**config.mk**
```make
export PLATFORM = sky130hd
export DESIGN_NAME = fpu_io_result_tx_flat
export DESIGN_NICKNAME = d
export VERILOG_FILES = /design/src/rtl/fpu_io_result_tx_if.sv /design/src/rtl/fpu_io_result_tx.sv /design/src/flat_wrapper.sv
export SDC_FILE = /design/constraint.sdc
export NUM_CORES = 1
export LEC_CHECK = 0
export CAP_MARGIN = 20
export CORE_AREA = 2 2 141 143
export CTS_BUF_LIST = sky130_fd_sc_hd__clkbuf_8
export CTS_CLUSTER_DIAMETER = 100
export CTS_CLUSTER_SIZE = 25
export DETAILED_ROUTE_END_ITERATION = 8
export DIE_AREA = 0 0 143 145
export GPL_TIMING_DRIVEN = 0
export PLACE_DENSITY = 0.82
export SLEW_MARGIN = 10
export SYNTH_ARGS = -nofsm -noshare
export SYNTH_HDL_FRONTEND = slang
export SYNTH_SLANG_ARGS = --single-unit
```
**constraint.sdc**
```tcl
create_clock -name wb_clk_i -period 3.5 [get_ports wb_clk_i]
set_input_delay 0.35 -clock wb_clk_i [delete_from_list [all_inputs] [get_ports wb_clk_i]]
set_output_delay 0.35 -clock wb_clk_i [all_outputs]
set_load 0.01 [all_outputs]
```
**src/rtl/fpu_io_result_tx_if.sv**
```systemverilog
// fpu_io_result_tx_if
// Result handshake between the FPU and the pad transmitter.
//   res_valid_i  FPU offers a result this cycle
//   res_ready_o  transmitter FIFO can take it (transfer on valid && ready)
//   res_data_i   32-bit result word
//   res_flags_i  IEEE exception flags {NV,DZ,OF,UF,NX}
// The signal names keep the transmitter-side direction suffixes so they
// read the same at both ends of the connection.
interface fpu_io_result_tx_if;
  logic        res_valid_i;
  logic        res_ready_o;
  logic [31:0] res_data_i;
  logic [4:0]  res_flags_i;

  modport master (output res_valid_i, res_data_i, res_flags_i, input res_ready_o);
  modport slave  (input res_valid_i, res_data_i, res_flags_i, output res_ready_o);
endinterface

```
**src/rtl/fpu_io_result_tx.sv**
```systemverilog
// fpu_io_result_tx
// Buffers FPU results in a small FIFO and serialises each one onto the IO pads
// as a frame: data word for H cycles, a tagged flags word for H cycles, then
// one zero gap cycle.
// Ports:
//   wb_clk_i       clock, all state on rising edge
//   wb_rst_ni      asynchronous active-low reset
//   enable_i       1 = drive pads and run; 0 = pads tristated, FSM parked
//   hold_cycles_i  cycles per phase, sampled at frame start (0 acts as 1)
//   res            result handshake (slave side)
//   io_out         registered pad value
//   io_oeb         pad output-enable-bar, one per bit
//   busy_o         frame in progress or FIFO not empty
//   seq_o          count of frames completed, wraps at 255
//
// state   | meaning
// S_IDLE  | parked, pads at zero, waiting for enable and a queued result
// S_DATA  | result data word on pads
// S_FLAGS | {8'hA5, seq, 11'b0, flags} on pads
// S_GAP   | one zero cycle separating frames
module fpu_io_result_tx #(
  parameter int DEPTH  = 4,
  parameter int HOLD_W = 16
) (
  input  logic              wb_clk_i,
  input  logic              wb_rst_ni,
  input  logic              enable_i,
  input  logic [HOLD_W-1:0] hold_cycles_i,
  fpu_io_result_tx_if.slave res,
  output logic [31:0]       io_out,
  output logic [31:0]       io_oeb,
  output logic              busy_o,
  output logic [7:0]        seq_o
);

  localparam int AW = $clog2(DEPTH);

  typedef enum logic [1:0] {S_IDLE, S_DATA, S_FLAGS, S_GAP} state_t;

  state_t            state_q, state_d;
  logic [1:0]        sync_q;
  logic              run;
  logic [36:0]       mem [DEPTH];
  logic [36:0]       head;
  logic [AW-1:0]     wr_ptr, rd_ptr;
  logic [AW:0]       count;
  logic              full, empty, push, pop;
  logic [HOLD_W-1:0] hold_q, hold_d, cnt_q, cnt_d, h_eff;
  logic [4:0]        flags_q, flags_d;
  logic [31:0]       io_d;
  logic [7:0]        seq_d;

  // Reset release is re-timed so the FSM only starts two clean edges later.
  always_ff @(posedge wb_clk_i or negedge wb_rst_ni) begin
    if (!wb_rst_ni) sync_q <= 2'b00;
    else            sync_q <= {sync_q[0], 1'b1};
  end
  assign run = sync_q[1];

  assign full  = (count == (AW+1)'(DEPTH));
  assign empty = (count == '0);
  assign head  = mem[rd_ptr];
  // A full FIFO still accepts when the head is leaving the same cycle.
  assign res.res_ready_o = !full || pop;
  assign push  = res.res_valid_i && res.res_ready_o;

  assign h_eff  = (hold_cycles_i == '0) ? HOLD_W'(1) : hold_cycles_i;
  assign io_oeb = enable_i ? 32'h0000_0000 : 32'hFFFF_FFFF;
  assign busy_o = (state_q != S_IDLE) || !empty;

  always_ff @(posedge wb_clk_i) begin
    if (push) mem[wr_ptr] <= {res.res_flags_i, res.res_data_i};
  end

  always_ff @(posedge wb_clk_i or negedge wb_rst_ni) begin
    if (!wb_rst_ni) begin
      wr_ptr <= '0;
      rd_ptr <= '0;
      count  <= '0;
    end else begin
      if (push) wr_ptr <= wr_ptr + AW'(1);
      if (pop)  rd_ptr <= rd_ptr + AW'(1);
      case ({push, pop})
        2'b10:   count <= count + (AW+1)'(1);
        2'b01:   count <= count - (AW+1)'(1);
        default: count <= count;
      endcase
    end
  end

  always_comb begin
    state_d = state_q;
    cnt_d   = cnt_q;
    hold_d  = hold_q;
    flags_d = flags_q;
    io_d    = io_out;
    seq_d   = seq_o;
    pop     = 1'b0;
    case (state_q)
      S_IDLE: begin
        io_d = 32'h0;
        if (enable_i && run && !empty) begin
          pop     = 1'b1;
          state_d = S_DATA;
          hold_d  = h_eff;
          cnt_d   = h_eff - HOLD_W'(1);
          flags_d = head[36:32];
          io_d    = head[31:0];
        end
      end
      S_DATA: begin
        if (!enable_i) begin
          state_d = S_IDLE;
          cnt_d   = '0;
          io_d    = 32'h0;
        end else if (cnt_q == '0) begin
          state_d = S_FLAGS;
          cnt_d   = hold_q - HOLD_W'(1);
          io_d    = {8'hA5, seq_o, 11'b0, flags_q};
        end else begin
          cnt_d = cnt_q - HOLD_W'(1);
        end
      end
      S_FLAGS: begin
        if (!enable_i) begin
          state_d = S_IDLE;
          cnt_d   = '0;
          io_d    = 32'h0;
        end else if (cnt_q == '0) begin
          state_d = S_GAP;
          io_d    = 32'h0;
        end else begin
          cnt_d = cnt_q - HOLD_W'(1);
        end
      end
      S_GAP: begin
        io_d = 32'h0;
        if (!enable_i) begin
          // Aborted frames never count, even when only the gap was left.
          state_d = S_IDLE;
        end else begin
          seq_d = seq_o + 8'd1;
          if (!empty) begin
            pop     = 1'b1;
            state_d = S_DATA;
            hold_d  = h_eff;
            cnt_d   = h_eff - HOLD_W'(1);
            flags_d = head[36:32];
            io_d    = head[31:0];
          end else begin
            state_d = S_IDLE;
          end
        end
      end
      default: begin
        state_d = S_IDLE;
        cnt_d   = '0;
        io_d    = 32'h0;
      end
    endcase
  end

  always_ff @(posedge wb_clk_i or negedge wb_rst_ni) begin
    if (!wb_rst_ni) begin
      state_q <= S_IDLE;
      cnt_q   <= '0;
      hold_q  <= '0;
      flags_q <= '0;
      io_out  <= 32'h0;
      seq_o   <= 8'h00;
    end else begin
      state_q <= state_d;
      cnt_q   <= cnt_d;
      hold_q  <= hold_d;
      flags_q <= flags_d;
      io_out  <= io_d;
      seq_o   <= seq_d;
    end
  end

endmodule

```
**src/flat_wrapper.sv**
```systemverilog
// flat-port wrapper written by rule: the top's interface ports become plain ports
module fpu_io_result_tx_flat 
#(
  parameter int DEPTH  = 4,
  parameter int HOLD_W = 16
)
  (wb_clk_i, wb_rst_ni, enable_i, hold_cycles_i, io_out, io_oeb, busy_o, seq_o, res_res_valid_i, res_res_data_i, res_res_flags_i, res_res_ready_o);
  fpu_io_result_tx_if res_i ();
  input  logic wb_clk_i;
  input  logic wb_rst_ni;
  input  logic enable_i;
  input  logic [HOLD_W-1:0] hold_cycles_i;
  output logic [31:0] io_out;
  output logic [31:0] io_oeb;
  output logic busy_o;
  output logic [7:0] seq_o;
  input wire logic [$bits(res_i.res_valid_i)-1:0] res_res_valid_i;
  input wire logic [$bits(res_i.res_data_i)-1:0] res_res_data_i;
  input wire logic [$bits(res_i.res_flags_i)-1:0] res_res_flags_i;
  output wire logic [$bits(res_i.res_ready_o)-1:0] res_res_ready_o;
  assign res_i.res_valid_i = res_res_valid_i;
  assign res_i.res_data_i = res_res_data_i;
  assign res_i.res_flags_i = res_res_flags_i;
  assign res_res_ready_o = res_i.res_ready_o;
  fpu_io_result_tx #(.DEPTH(DEPTH), .HOLD_W(HOLD_W)) u_core (.wb_clk_i(wb_clk_i), .wb_rst_ni(wb_rst_ni), .enable_i(enable_i), .hold_cycles_i(hold_cycles_i), .res(res_i), .io_out(io_out), .io_oeb(io_oeb), .busy_o(busy_o), .seq_o(seq_o));
endmodule
```
=== Word level (Yosys, flattened, before mapping) ===
Memory sizes are Yosys's and may differ from the RTL's.
Cells that the tools add are included.
W data, S select, Z words.

* Register bits after elaboration: 88
* RAM bits: 148
* Bits of input ports: 57
* Output and inout port bits: 74
* Memories kept: 1

{| class="wikitable"
|+ Memory list
! name !! words !! bits a word !! read ports !! clocked after Yosys merged registers in !! write ports !! line !! source
|-
| u_core.mem || 4 || 37 || 1 || 0 || 1 || fpu_io_result_tx.sv:43 || <nowiki>logic [36:0] mem [DEPTH];</nowiki>
|}

* $add $sub $neg: 8
* Equal/unequal tests: 12
* Multiplexer cells: 41
* Reduce and logical (&&, ||, !) cells: 19

{| class="wikitable"
|+ Operator list
! kind !! number
|-
| $mux W32 || 8
|-
| $mux W16 || 11
|-
| $pmux W32 S4 || 1
|-
| $pmux W16 S4 || 1
|-
| $sub A16 B1 Y16 const B || 3
|-
| $logic_not A16 Y1 || 2
|-
| $pmux W16 S2 || 1
|-
| $mux W5 || 3
|-
| $mux W2 || 6
|-
| $pmux W5 S2 || 1
|-
| $add A8 B1 Y8 const B || 1
|-
| $pmux W2 S4 || 1
|-
| $reduce_and A4 Y1 || 2
|-
| $eq A2 B2 Y1 const B || 3
|-
| $mux W1 || 6
|-
| $ne A3 B2 Y1 const B || 2
|-
| $pmux W3 S2 || 1
|-
| $reduce_bool A2 Y1 || 3
|-
| $add A2 B1 Y2 const B || 2
|-
| $eq A2 B1 Y1 const B || 2
|-
| $ne A2 B2 Y1 const B || 2
|-
| $reduce_and A2 Y1 || 2
|-
| $add A3 B1 Y3 const B || 1
|-
| $eq A3 B3 Y1 const B || 1
|-
| 10 further kinds || 14
|}

=== Logic depth before layout (Yosys ltp) ===
Gate-level depths: netlist (run 1).

* Depth after elaboration: 9
* Depth in mapped cells: 13

=== Worst setup path after synthesis (run 1) ===
No wires, ideal clock.

* Kind: reg2reg
* Start point: register u_core.count[0]
* End point: register u_core.count[2]
* Library setup time: 0.079 ns
* Data arrival time: 2.960 ns
* Data required time: 3.421 ns
* Setup slack: 0.460 ns
* Stages on the path, launching flop included: 12
* Clock period less this slack: 3.040 ns
* Cell sequence: dfrtp_1 > o31ai_1 > nor3_1 > or4b_1 > and2_1 > inv_1 > ha_1 > inv_1 > fa_1 > xor2_1 > nor2_1 > xor2_1

* Cells in the longest elaborated chain, start to end: 9

{| class="wikitable"
|+ RTL lines
! element !! line !! source
|-
| from (decl) || fpu_io_result_tx.sv:46 || <nowiki>logic [AW:0] count;</nowiki>
|-
| from (signal assigned) || fpu_io_result_tx.sv:84 || <nowiki>2'b10: count <= count + (AW+1)'(1);</nowiki>
|-
| from (signal assigned) || fpu_io_result_tx.sv:85 || <nowiki>2'b01: count <= count - (AW+1)'(1);</nowiki>
|-
| from (signal assigned) || fpu_io_result_tx.sv:86 || <nowiki>default: count <= count;</nowiki>
|-
| $logic_not A3 Y1 * || fpu_io_result_tx.sv:61 || <nowiki>assign empty = (count == '0);</nowiki>
|-
| $logic_not A1 Y1 || fpu_io_result_tx.sv:102 || <nowiki>if (enable_i && run && !empty) begin</nowiki>
|-
| $logic_and A1 B1 Y1 || fpu_io_result_tx.sv:102 ||
|-
| $mux W1 || fpu_io_result_tx.sv:102 ||
|-
| $pmux W1 S2 * || fpu_io_result_tx.sv:99 || <nowiki>case (state_q)</nowiki>
|-
| named net u_core.pop || fpu_io_result_tx.sv:47 || <nowiki>logic full, empty, push, pop;</nowiki>
|-
| $logic_or A1 B1 Y1 * || fpu_io_result_tx.sv:64 || <nowiki>assign res.res_ready_o = !full || pop;</nowiki>
|-
| named net res_res_ready_o || flat_wrapper.sv:20 || <nowiki>output wire logic [$bits(res_i.res_ready_o)-1:0] res_res_ready_o;</nowiki>
|-
| $logic_and A1 B1 Y1 * || fpu_io_result_tx.sv:65 || <nowiki>assign push = res.res_valid_i && res.res_ready_o;</nowiki>
|-
| $eq A2 B1 Y1 / $eq A2 B2 Y1 (equally long branches) || fpu_io_result_tx.sv:83 || <nowiki>case ({push, pop})</nowiki>
|-
| $pmux W3 S2 / $reduce_bool A2 Y1 (equally long branches) || -- ||
|}

The timed path passes the listed nets; every way through them passes the cells marked *.
A chain may end at the register's enable or synchronous reset.

=== Final worst setup path (run 1) ===
* Start point: register u_core.state_q[0]
* End point: output port res_res_ready_o

* Cells in the longest elaborated chain, start to end: 3

{| class="wikitable"
|+ RTL lines
! element !! line !! source
|-
| from (decl) || fpu_io_result_tx.sv:40 || <nowiki>state_t state_q, state_d;</nowiki>
|-
| from (signal assigned) || fpu_io_result_tx.sv:172 || <nowiki>state_q <= state_d;</nowiki>
|-
| $eq A2 B2 Y1 / $logic_not A2 Y1 (equally long branches) || fpu_io_result_tx.sv:99 ||
|-
| $pmux W1 S2 * || fpu_io_result_tx.sv:99 ||
|-
| named net u_core.pop || fpu_io_result_tx.sv:47 ||
|-
| $logic_or A1 B1 Y1 * || fpu_io_result_tx.sv:64 ||
|-
| to (decl) || flat_wrapper.sv:20 ||
|}

Marked as above.

==> impl_metrics.yaml, run 1 <==
placement:
  dp_slack_ns: -0.243
  placement.cell_area_um2: 12200
  port_buffers: 128
  dp_cells: 1110
  dp_hpwl_um: 16100
  routabilityCongestion: 0.916
route:
  wl_met3_um: 1680
  drt-pass1-iter-count: 5
  m1WireLength_um: 9120
  avgViaCountPerCell: 5.84
  detail_route.drc_violations: 0
  first_drt_iteration_drcs: 530
  route.top_layer_used: "met4"
  num_vias: 6606
  postRouteWirelength_um: 22600
  route.antenna.remaining_nets: 0
  avgRoutedWirePerCell_um: 20.0
  dr_wl_met2_um: 11200
timing:
  clock.fmax_mhz: 295
  finalMaxSlewViolations: 0
  timing.slew.headroom: 0.346
  unrepaired_setup_endpoints_after_global_routing: "no"
  fin_ws_ns: 0.105
  timing.final.crit_period_ns: 3.40
  timing.setup.tns_ns: 0
  final_min_period_over_clock_period: 0.970
  hold_viol: 0
  timing.clock.skew_ns: 0.0308
  setup_viol: 0
  worst_slew_pin_slew_ns: 0.981
synthesis:
  postSynth.topFlopCell: "sky130_fd_sc_hd__edfxtp_1"
  asyncSetResetFlopFracSynth: 0.373
  yosys.cell_types.count: 68
  ys_ff_latch: 236
  synth.largest_area_cell: "sky130_fd_sc_hd__edfxtp_1"
  syn_area_um2: 10400
  yosysTopAreaCellShare: 0.426
  seq_area_frac_synth: 0.637
  number_of_enable_flip_flop_cells_after_synthesis: 148
  yosys-top-cells-area: "sky130_fd_sc_hd__edfxtp_1 (43%), sky130_fd_sc_hd__dfrtp_1 (21%), sky130_fd_sc_hd__mux4_2 (8.0%), sky130_fd_sc_hd__buf_4 (2.5%), sky130_fd_sc_hd__mux2_2 (2.2%)"
  syn-instance-count: 712
  avg_cell_area_syn_um2: 14.7
  yosysWarningCount: 0
  synth_fp_nets: 785
floorplanning:
  full_die_area_um2: 20700
  floorplan.rows: 51
  die_x_um: 143
  ios: 131
  core_area_um2: 19200
  die_y_um: 145
  initial_utilization: 0.544
global_routing:
  antenna_found_initial: 1
  gr-total-overflow: 0
  first_global_vias: 6728
  grt_first_pass_wirelength_um: 36100
  grt_start_max_net_pins: 49
  grt.total_usage: 0.222
setup_path:
  setup_crit_start_kind: "register"
  setup.worst_path.class: "reg -> out"
  crit_arrival_ns: 3.05
  kind_of_capture_point_of_the_worst_setup_path: "output port"
  crit_required_ns: 3.15
  critical_path.max_fanout: 6
cells_and_area:
  finalNetCount: 934
  most-common-layout-cells: "sky130_fd_sc_hd__edfxtp_1 (148), sky130_fd_sc_hd__clkdlybuf4s50_1 (127), sky130_fd_sc_hd__dfrtp_1 (88)"
  area_growth_from_synthesis_to_final_layout_pct: 18.9
  mostFrequentLayoutCell: "sky130_fd_sc_hd__edfxtp_1"
  final_cell_count_no_fill: 1132
  fin_area_um2: 12400
  diodes: 0
  fraction_of_layout_cells_with_a_size_suffix_above_1: 0.161
job:
  maxCapViolations: 0
power_and_ir_drop:
  p_sw_frac: 0.346
  power_density_nw_per_um2: 696
  combinationalPowerShare: 0.375
  power_frac_clock: 0.140
  reported_net_switching_power_mw: 2.99
  internal-power_mw: 5.66
  power.share.sequential: 0.485
  vdd_ir_drop_max_mv: 0.520
  leakagePower_nw: 4.52
clock_network:
  cts.sinks: 236
  clk_root_buffer_cell: "sky130_fd_sc_hd__clkbuf_8"
  post_cts_clock_slew_at_the_launch_and_capture_registers_of_the_worst_setup_and_hold_paths_ns: 0.14
  ctsLongestPathBuffers: 3
  htreeDepth: 1
  tritoncts.num_buffers: 13
  tritoncts: "built"
  clk_latency_ns: 0.53
  post_cts_setup_inserts: 0
min_path:
  min_path_type: "in -> reg"
status:
  status: "finished clean"
## power groups by stage
stage                     Clock (mW)  Sequential [mW]  Combinational (mW)
after detailed placement           0             4.24                3.25
after global routing            1.32             4.27                3.53
after global placement             0             4.22                3.07
final                           1.21             4.19                3.24
after floorplan                    0             4.16                2.11
after CTS                       1.23             4.18                3.26
## sequential cells by signal (all words and copies together), names as in the netlist, 3 cells and up
register,cells
u_core.count,3
u_core.hold_q,16
u_core.seq_o,8
u_core.flags_q,5
u_core.io_out,32
u_core.mem,148
u_core.cnt_q,16
## cell type report
type	count	area [µm²]
clock inverter	7	37.5
timing repair buffer	134	1400
clock buffer	14	193
sequential	236	6650
fill	1371	6790
buffer	64	383
inverter	19	71.3
tap	265	332
multi-input combinational	393	3360
## cell usage after synthesis, drive strengths merged, types with 5 or more instances
library cell  number
a21oi             10
a22o              17
a22oi             13
a31oi              5
buf               41
clkbuf            23
dfrtp             88
edfxtp           148
ha                15
inv               19
mux2              20
mux2i              5
mux4              37
nand2             54
nand3              9
nor2              27
nor3              21
nor4              11
o21ai             30
o31ai              7
or3                5
or4               13
xnor2             18
xor2              17
## path summary, 6_finish.rpt
path	startpoint	endpoint	slack [ns]	depth (start not counted)
setup / recovery	u_core.state_q[0]	res_res_ready_o	0.10	5
hold / removal	hold_cycles_i[4]	u_core.hold_q[4]	0.33	2
setup reg to reg	u_core.count[1]	u_core.count[2]	0.24	11
hold reg to reg	u_core.sync_q[0]	u_core.sync_q[1]	0.37	0
max in group asynchronous	wb_rst_ni	u_core.io_out[6]	2.45	3
min in group asynchronous	wb_rst_ni	u_core.cnt_q[6]	0.36	2
## logic make-up (layout without fill, tap and decap cells)
kind of cell    count (synthesis)  after routing  share of synthesized area
xor+xnor                       35             35                     0.0294
fa+ha+maj                      16             16                     0.0199
simple gates                  162            162                     0.0840
flops                         236            236                      0.637
other cells                     1              1                   0.000359
compound gates                117            117                     0.0801
buf+inv                        83            238                     0.0435
mux                            62             62                      0.106
## worst max-delay path, stage by stage, from the launching register on
cell and delay, ns:
sky130_fd_sc_hd__dfrtp_1 0.41, sky130_fd_sc_hd__inv_1 0.09, sky130_fd_sc_hd__ha_1 0.41, sky130_fd_sc_hd__nor3_1 0.68, sky130_fd_sc_hd__or4b_1 0.33, sky130_fd_sc_hd__clkdlybuf4s50_1 0.60
## through the flow
step | hold WS (ns) | utilization | power [mW]
2_1_floorplan | 0.0544 | - | 6.27
3_3_place_gp | 0.334 | 0.628 | 7.30
3_5_place_dp | 0.337 | 0.633 | 7.49
4_1_cts | 0.325 | 0.646 | 8.66
5_1_grt | 0.336 | 0.646 | 9.12
6_report | 0.334 | 0.646 | 8.64
## per-layer routing
| metal | up-vias | GRT usage |
|---|---|---|
| met5 | - | 0 |
| met4 | 0 | 0.0658 |
| met3 | 44 | 0.0459 |
| met2 | 264 | 0.372 |
| met1 | 3302 | 0.295 |
| li1 | 2996 | - |
## what timing repair did
action | 4_1_cts | 5_1_grt
gates resized for setup | 0 | 2
setup endpoints to repair | 0 | 4
hold endpoints to repair | 47 | 0
hold buffers | 1 | 0
Power figures use the tool's default switching activity.
==> inputs of run 2 (changes only) <==
--- a/config.mk
+++ b/config.mk
@@ -14,7 +14,6 @@
 export DIE_AREA = 0 0 143 145
 export GPL_TIMING_DRIVEN = 0
 export PLACE_DENSITY = 0.82
-export SLEW_MARGIN = 10
 export SYNTH_ARGS = -nofsm -noshare
 export SYNTH_HDL_FRONTEND = slang
 export SYNTH_SLANG_ARGS = --single-unit
==> run 2 against run 1 <==
Against the previous run: non-clock buffer count did not move; critical path depth did not move; final cell count rose by 0.18%; total power rose by 0.59%; first-iteration DRC count rose by 7.7%; worst hold slack improved by 0.015 ns; register-to-register slack barely moved; critical endpoint unchanged; largest cell class unchanged.
==> impl_metrics.yaml, run 2 (synthesized netlist as in run 1, its figures left out) <==
setup_path:
  reg2regPathDepth: 11
  worst_flop_to_flop_path_endpoint: "u_core.count[2]"
  cpPeakStageDelay_ns: 0.67
  critical_path.max_fanout: 6
  kind_of_capture_point_of_the_worst_setup_path: "output port"
  timing.critical_path.slowest_stage_cell: "sky130_fd_sc_hd__nor3_1"
  setup.worst_path.class: "reg -> out"
  crit_required_ns: 3.15
  launch_point_of_the_worst_reg_to_reg_path: "u_core.count[1]"
  timing.reg2reg.setup_slack_ns: 0.25
  crit_arrival_ns: 3.00
  timing.critical_path.cells: "inv_1 -> ha_1 -> nor3_1 -> or4b_1 -> clkdlybuf4s50_1"
  setup_crit_start_kind: "register"
floorplanning:
  initial_utilization: 0.544
  die_y_um: 145
  floorplan.rows: 51
  ios: 131
  full_die_area_um2: 20700
  die_x_um: 143
  core_area_um2: 19200
power_and_ir_drop:
  power_density_nw_per_um2: 699
  leakagePower_nw: 4.53
  vdd_ir_drop_max_mv: 0.657
timing:
  final_min_period_over_clock_period: 0.958
  timing.final.crit_period_ns: 3.35
  worst_slew_pin_slew_ns: 0.980
  timing.setup.tns_ns: 0
  timing.clock.skew_ns: 0.0153
  unrepaired_setup_endpoints_after_global_routing: "no"
  clock.fmax_mhz: 298
  finalMaxSlewViolations: 0
  fin_ws_ns: 0.147
  fin_worst_hold_slack_ns: 0.350
  hold_viol: 0
  timing.slew.headroom: 0.347
  setup_viol: 0
placement:
  routabilityCongestion: 0.916
  dp_slack_ns: -0.249
  dp_hpwl_um: 16100
  port_buffers: 128
route:
  postRouteWirelength_um: 22800
  detail_route.drc_violations: 0
  avgViaCountPerCell: 5.86
  avgRoutedWirePerCell_um: 20.1
  route.antenna.remaining_nets: 0
  first_drt_iteration_drcs: 571
  num_vias: 6640
  drt-pass1-iter-count: 5
min_path:
  min_delay_worst_endpoint: "u_core.hold_q[8]"
  timing.hold.worst_path_depth: 2
  min_path_type: "in -> reg"
  start_point_of_the_worst_min_delay_path: "hold_cycles_i[8]"
global_routing:
  grt.total_usage: 0.225
  antenna_found_initial: 2
  grt_first_pass_wirelength_um: 36500
  gr-total-overflow: 0
  first_global_vias: 6778
  grt_start_max_net_pins: 49
clock_network:
  clk_root_buffer_cell: "sky130_fd_sc_hd__clkbuf_8"
  ctsLongestPathBuffers: 3
  tritoncts.num_buffers: 13
  cts.sinks: 236
  tritoncts: "built"
  post_cts_clock_slew_at_the_launch_and_capture_registers_of_the_worst_setup_and_hold_paths_ns: 0.14
  clk_latency_ns: 0.52
  htreeDepth: 1
cells_and_area:
  finalNetCount: 934
  fraction_of_layout_cells_with_a_size_suffix_above_1: 0.161
  number_of_flip_flops_in_the_largest_register: 148
  largest_register: "u_core.mem"
  reg.largest.list: "u_core.mem: 148 flops, u_core.io_out: 32 flops"
  mostFrequentLayoutCell: "sky130_fd_sc_hd__edfxtp_1"
  area_growth_from_synthesis_to_final_layout_pct: 19.1
  most-common-layout-cells: "sky130_fd_sc_hd__edfxtp_1 (148), sky130_fd_sc_hd__clkdlybuf4s50_1 (127), sky130_fd_sc_hd__dfrtp_1 (88)"
  finalCoreUtilization: 0.647
status:
  status: "finished clean"
job:
  maxCapViolations: 0
## run 2: cell types whose count changed in the layout (fill, tap and decap cells not counted), sizes merged
cell,delta
clkbuf,-1
inv,+1
bufinv,+1
clkinv,-1
diode,+2
## run 2: final cells by class
cell class | instances | area, µm²
clock inverter | 8 | 67.6
timing repair buffer | 134 | 1400
antenna | 2 | 5.00
multi-input combinational | 393 | 3360
inverter | 19 | 71.3
sequential | 236 | 6650
tap | 265 | 332
buffer | 64 | 383
fill | 1400 | 6770
clock buffer | 13 | 179
## run 2: where the power goes
part | internal [mW] | total [mW] | switching, mW
Sequential | 3.72 | 4.19 | 0.473
Clock | 0.438 | 1.26 | 0.820
Combinational | 1.55 | 3.24 | 1.69
Total | 5.71 | 8.69 | 2.98
## run 2: per-stage QoR
| step | cells | total power, mW | instance area [µm²] |
|---|---|---|---|
| 6_report | 1134 | 8.69 | 12400 |
| 5_1_grt | 1134 | 9.19 | 12400 |
| 4_1_cts | 1132 | 8.72 | 12400 |
| 3_5_place_dp | 1110 | 7.48 | 12200 |
| 3_3_place_gp | 1105 | 7.30 | 12100 |
| 2_1_floorplan | 712 | 6.27 | 10400 |
## run 2: critical path, delay by kind of cell (launching register included)
| family | cells | cell delay, ns |
|---|---|---|
| and+or+nand+nor | 2 | 1.00 |
| DFF | 1 | 0.40 |
| adders and majority gates | 1 | 0.41 |
| buffers and inverters | 2 | 0.68 |
## run 2: worst max-delay path by stage
stage / start / end
2_1_floorplan: u_core.count[0] / u_core.count[2]
3_3_place_gp: wb_rst_ni / u_core.io_out[7]
3_5_place_dp: hold_cycles_i[9] / u_core.cnt_q[10]
4_1_cts: u_core.count[1] / u_core.count[2]
5_1_grt: u_core.state_q[1] / res_res_ready_o
6_report: u_core.state_q[0] / res_res_ready_o
## run 2: layer usage
layer | track usage | wire [µm] | vias to the layer above
met5 | 0 | 0 | -
li1 | - | - | 2996
met2 | 0.378 | 11400 | 278
met3 | 0.0459 | 1680 | 48
met4 | 0.0663 | 643 | 0
met1 | 0.298 | 9080 | 3318
## run 2: repair_timing
item / 4_1_cts / 5_1_grt
endpoints found under the hold margin: 47 / 0
setup buffers: 0 / 0
hold buffers: 1 / 0
resized for setup: 0 / 2
endpoints found under the setup margin: 0 / 5
